--- src/rtl/arbiter_rr.sv ---
// arbiter_rr: round-robin arbiter with registered one-hot grant and optional per-port grant timeout.
// Ports:
//   clk      - rising-edge clock
//   rst      - asynchronous active-low reset
//   req      - per-port request, bit i = port i
//   flit_id  - per-port flit id, port i in [i*FID_W +: FID_W]
//   length   - per-port packet length, port i in [i*LEN_W +: LEN_W]
//   grant    - registered one-hot grant, zero when idle
//   grant_id - index of granted port, zero when idle
//   busy     - high while a grant is held
//   timeout  - one-cycle pulse on bit i in the last allowed cycle of a timed-out grant
// Build option: define ARB_TIMEOUT_EN to build the per-port count/limit registers and timeout logic.
module arbiter_rr #(
   parameter int NPORTS    = 5,
   parameter int LEN_W     = 12,
   parameter int FID_W     = 3,
   parameter int HEADER_ID = 1
) (
   input  logic                      clk,
   input  logic                      rst,
   input  logic [NPORTS-1:0]         req,
   input  logic [NPORTS*FID_W-1:0]   flit_id,
   input  logic [NPORTS*LEN_W-1:0]   length,
   output logic [NPORTS-1:0]         grant,
   output logic [$clog2(NPORTS)-1:0] grant_id,
   output logic                      busy,
   output logic [NPORTS-1:0]         timeout
);
   localparam int IDW = $clog2(NPORTS);
   localparam logic [IDW:0] NP = (IDW+1)'(NPORTS);
   localparam logic [NPORTS-1:0] ONE = NPORTS'(1);

   typedef enum logic {IDLE, GRANT} state_t;

   state_t              state_q, state_d;
   logic [NPORTS-1:0]   grant_q, grant_d;
   logic [IDW-1:0]      gid_q, gid_d;
   logic [IDW-1:0]      ptr_q, ptr_d;
   logic [NPORTS-1:0]   to;
   logic [NPORTS-1:0]   cand;
   logic [2*NPORTS-1:0] dbl;
   logic [IDW:0]        pos;
   logic [IDW-1:0]      sel;
   logic                hold;

`ifdef ARB_TIMEOUT_EN
   logic [LEN_W-1:0] cnt_q [NPORTS];
   logic [LEN_W-1:0] lim_q [NPORTS];

   // Count holds cycles already spent in the grant, so cycle n of the grant sees count n-1.
   always_comb begin
      to = '0;
      for (int i = 0; i < NPORTS; i++)
         to[i] = grant_q[i] && req[i] && (lim_q[i] != '0) &&
                 (({1'b0, cnt_q[i]} + (LEN_W+1)'(1)) >= {1'b0, lim_q[i]});
   end

   always_ff @(posedge clk or negedge rst) begin
      if (!rst) begin
         for (int i = 0; i < NPORTS; i++) begin
            cnt_q[i] <= '0;
            lim_q[i] <= '0;
         end
      end else begin
         for (int i = 0; i < NPORTS; i++) begin
            cnt_q[i] <= (grant_q[i] && req[i] && !to[i]) ? cnt_q[i] + LEN_W'(1) : '0;
            if (flit_id[i*FID_W +: FID_W] == FID_W'(HEADER_ID))
               lim_q[i] <= length[i*LEN_W +: LEN_W];
         end
      end
   end
`else
   logic unused_inputs;
   assign unused_inputs = ^{flit_id, length};
   assign to = '0;
`endif

   // Search runs over a doubled request vector so ptr+k never needs a modulo;
   // iterating from the far end lets the nearest requester after ptr win.
   // The current holder is masked so a dropped or timed-out port is skipped.
   always_comb begin
      cand = req & ~grant_q;
      dbl  = {cand, cand};
      sel  = '0;
      pos  = '0;
      for (int k = NPORTS; k >= 1; k--) begin
         pos = {1'b0, ptr_q} + k[IDW:0];
         if (dbl[pos]) sel = (pos >= NP) ? IDW'(pos - NP) : pos[IDW-1:0];
      end
   end

   always_comb begin
      state_d = state_q;
      grant_d = grant_q;
      gid_d   = gid_q;
      ptr_d   = ptr_q;
      hold    = (state_q == GRANT) && req[gid_q] && !(|to);
      if (!hold) begin
         state_d = IDLE;
         grant_d = '0;
         gid_d   = '0;
         if (|cand) begin
            state_d = GRANT;
            grant_d = ONE << sel;
            gid_d   = sel;
            ptr_d   = sel;
         end
      end
   end

   always_ff @(posedge clk or negedge rst) begin
      if (!rst) begin
         state_q <= IDLE;
         grant_q <= '0;
         gid_q   <= '0;
         ptr_q   <= IDW'(NPORTS-1);
      end else begin
         state_q <= state_d;
         grant_q <= grant_d;
         gid_q   <= gid_d;
         ptr_q   <= ptr_d;
      end
   end

   assign grant    = grant_q;
   assign grant_id = gid_q;
   assign busy     = (state_q == GRANT);
   assign timeout  = to;
endmodule

--- config.mk ---
export PLATFORM = sky130hd
export DESIGN_NAME = arbiter_rr
export DESIGN_NICKNAME = d
export VERILOG_FILES = /design/src/rtl/arbiter_rr.sv
export SDC_FILE = /design/constraint.sdc
export NUM_CORES = 1
export LEC_CHECK = 0
export ABC_AREA = 0
export CELL_PAD_IN_SITES_DETAIL_PLACEMENT = 0
export CELL_PAD_IN_SITES_GLOBAL_PLACEMENT = 2
export CORE_AREA = 5 5 70 135
export CTS_BUF_LIST = sky130_fd_sc_hd__clkbuf_4 sky130_fd_sc_hd__clkbuf_8
export CTS_CLUSTER_SIZE = 40
export DETAILED_ROUTE_END_ITERATION = 8
export DIE_AREA = 0 0 75 140
export GPL_TIMING_DRIVEN = 0
export HOLD_SLACK_MARGIN = 0.02
export PLACE_DENSITY_LB_ADDON = 0.05
export SYNTH_ARGS = -nofsm -noshare
export SYNTH_HDL_FRONTEND = slang
export SYNTH_SLANG_ARGS = --single-unit
--- constraint.sdc ---
create_clock -name clk -period 3.4 [get_ports clk]
set_input_delay 0.51 -clock clk [delete_from_list [all_inputs] [get_ports clk]]
set_output_delay 0.51 -clock clk [all_outputs]
set_load 0.1 [all_outputs]
==> summary.txt <==
Finish
  – Commonest non-fill, non-tap cell in the layout: buf_4
  – Reg area: 305.3 sq um
  – Final Non-Filler Cells: 325
  – Most frequent cells in the layout: buf_4, clkdlybuf4s50_1, nand2b_1
  – Final Net Count: 321
  – Synth-to-Final Area Change: 31.05%
  – N_diodes: 0
  – Layout cell share with drive strength beyond 1: 29.07%
  – Area of the multi-input gates: 1429 sq um
  – # fillers: 879

STA
  – Setup TNS Final: 0 ns
  – Final Worst Setup Slack: 0.1421 ns
  – Max-slew violations: 0
  – Hold WS: 0.5763 ns
  – Worst Clk Skew: 0.001326 ns
  – Final Hold Fails: 0
  – Peak Freq: 306.9 MHz
  – Final worst-path cycle share: 95.82%
  – Period minus WS final: 3.258 ns
  – Headroom to the max-slew limit: 34.49%
  – RSZ-0062 raised after global routing: no
  – # setup viols final: 0
  – Worst slew pin tran: 0.9796 ns

GRT
  – Overflow after GRT: 0
  – Total GRT Usage: 14.18%
  – First-pass GRT wire length: 10.97 mm
  – Vias in the first global route: 1,890
  – Initial antenna violation count: 0
  – Pin count of the biggest net entering global routing: 13

Logic synthesis
  – Syn. warnings: 0
  – Mean Syn Cell Area: 9.130 sq um
  – Post-synth top area share: 15.70%
  – Cell area after synthesis: 1753 sq um
  – Largest area contributor in the netlist: dfrtp_1
  – Synth Register Bits: 12
  – Top FF cell, synth: dfrtp_1
  – Asr flop ratio synth: 100.0%
  – Seq/Total Area, Yosys: 17.20%
  – Post-synth EDFFs: 0
  – Synth cell types: 63
  – Top post-synthesis cells by area: dfrtp_1, ha_1, mux4_2
  – Post-Synthesis Cells: 192

Flow run
  – # Max-Cap Violations: 0

Worst setup path
  – Data required time of the worst path: 3.57 ns
  – CP Cell Sequence: clkinvlp_4, buf_4, ha_2, xor2_1, a222oi_1, nor3_1, or3_1, a2111oi_2, a211o_2, a41o_1
  – Crit. End Element: flip-flop
  – RR Startpoint: ptr_q[1]$_DFFE_PN0P_
  – Worst path bufs/invs: 2
  – Critical Path AT: 3.43 ns
  – Worst path max stage delay: 0.50 ns
  – CP Launch Type: flip-flop
  – Worst-path maximum fanout: 7
  – Crit-path slowest cell: a222oi_1
  – Delay-heaviest family, CP: compound AO/OA/AOI/OAI gates
  – Setup Crit Path Kind: reg -> reg
  – R2r endpoint: grant[4]$_DFFE_PN0N_
  – Reg2reg setup slack: 0.14 ns
  – R2R cell count: 10

Status
  – Outcome: finished clean

Placed design
  – Detailed Place HPWL: 5.847 mm
  – Placed Cells incl. Taps: 309
  – Port Buffer Count: 15
  – RD Place Congestion: 0.8531
  – DP Worst Slack: -0.6494 ns

Drt
  – Vias: 1,723
  – Antenna viol nets, final: 0
  – Vias per inst: 5.302
  – Pre-antenna DRT Iters: 4
  – WL/cell: 22.18 um
  – Final WL: 7.208 mm
  – 1st-iter DRT viols: 62
  – Drt drc: 0

Clocking
  – Clock sinks: 12
  – Htree depth: 1
  – CTS tree: yes
  – Number of CTS-inserted buffers: 3
  – Maximum root-to-sink buffer count: 2
  – Root Buffer: clkbuf_8
  – Clock latency on the worst-skew pair: 0.24 ns
  – Cts hold-fix bufs: 0
  – CTS clock-pin slew for the worst setup and hold paths: 0.05 ns

Min path
  – Worst hold stages: 1
  – Min-Delay Endpoint: grant_id[2]$_DFFE_PN0N_
  – Hold Path Class: reg -> reg
  – Hold Startpoint: grant_id[2]$_DFFE_PN0N_

Die
  – Row count: 47
  – Core Area: 8292 sq um
  – Die area: 10,500 sq um
  – Starting density of the core: 21.14%
  – I/O Pins: 96
  – Die Y: 140 um
  – Die X: 75 um
==> worst max-delay path by stage <==
stage,start,to,slack [ns],depth (start not counted)
after floorplan,ptr_q[1]$_DFFE_PN0P_,grant[2]$_DFFE_PN0N_,0.22,11
after global placement,ptr_q[1]$_DFFE_PN0P_,grant[3]$_DFFE_PN0N_,-0.72,11
after detailed placement,ptr_q[1]$_DFFE_PN0P_,grant[3]$_DFFE_PN0N_,-0.65,11
after CTS,ptr_q[0]$_DFFE_PN0P_,grant[3]$_DFFE_PN0N_,0.01,12
after global routing,ptr_q[2]$_DFFE_PN1P_,grant[4]$_DFFE_PN0N_,0.03,10
final,ptr_q[1]$_DFFE_PN0P_,grant[4]$_DFFE_PN0N_,0.14,10
==> metrics by stage <==
stage                     cell area (sq um)  utilization (%)
after detailed placement               2041            24.61
after floorplan                        1768                -
after global placement                 2041            24.61
final                                  2297            27.70
after global routing                   2297            27.70
after CTS                              2210            26.65
==> area by class of cell <==
cell class,instances,area share (%)
Multi-Input combinational cell,162,62.20
Sequential cell,12,13.29
Timing Repair Buffer,27,10.46
Tap cell,98,5.338
Buffer,14,4.684
Clock buffer,4,2.397
Inverter,8,1.634
==> cell usage after synthesis (3+ instances only) <==
cell and count:
nor3b_1 4, inv_1 8, nor2_1 7, xnor2_1 4, mux4_2 4, mux2i_1 4, nor3_1 7, xor2_1 3
o22ai_1 4, nor2b_1 7, a21oi_1 8, o31ai_1 5, dfrtp_1 11, a211oi_1 4, a211o_1 3, nand3_1 4
nand2b_1 11, and2_1 5, buf_4 8, o21ai_0 4, nand2_1 8, buf_2 3, ha_1 10
==> layer usage <==
layer / share of wire, % / GRT usage, %
met3: 2.0 / 1.076
met4: 8.6 / 10.51
met5: 0 / 0
met2: 57 / 26.49
met1: 32 / 13.35
==> registers in the layout (all words and copies together) (netlist names) <==
name,count
grant_id,3
grant,5
busy,1
ptr_q,3
==> logic make-up (layout without fill, tap and decap cells) <==
| logic type | count (synthesis) | in the layout | synth area share, % |
|---|---|---|---|
| other cells | 1 | 5 | 0.2139 |
| buf+inv | 22 | 53 | 7.494 |
| compound gates | 60 | 60 | 31.12 |
| simple gates | 69 | 69 | 23.48 |
| flops | 12 | 12 | 17.20 |
| mux | 10 | 10 | 8.708 |
| fa+ha+maj | 11 | 11 | 8.280 |
| xor+xnor | 7 | 7 | 3.498 |
==> timing repair <==
item	in CTS	in global routing
buffers inserted	9	3
endpoints found under the setup margin	11	11
pin swaps	3	6
gates resized for setup	11	13
Power is left out: the tool's default activity adds up to more than one toggle a clock period on the data nets, which glitch-free logic cannot reach.
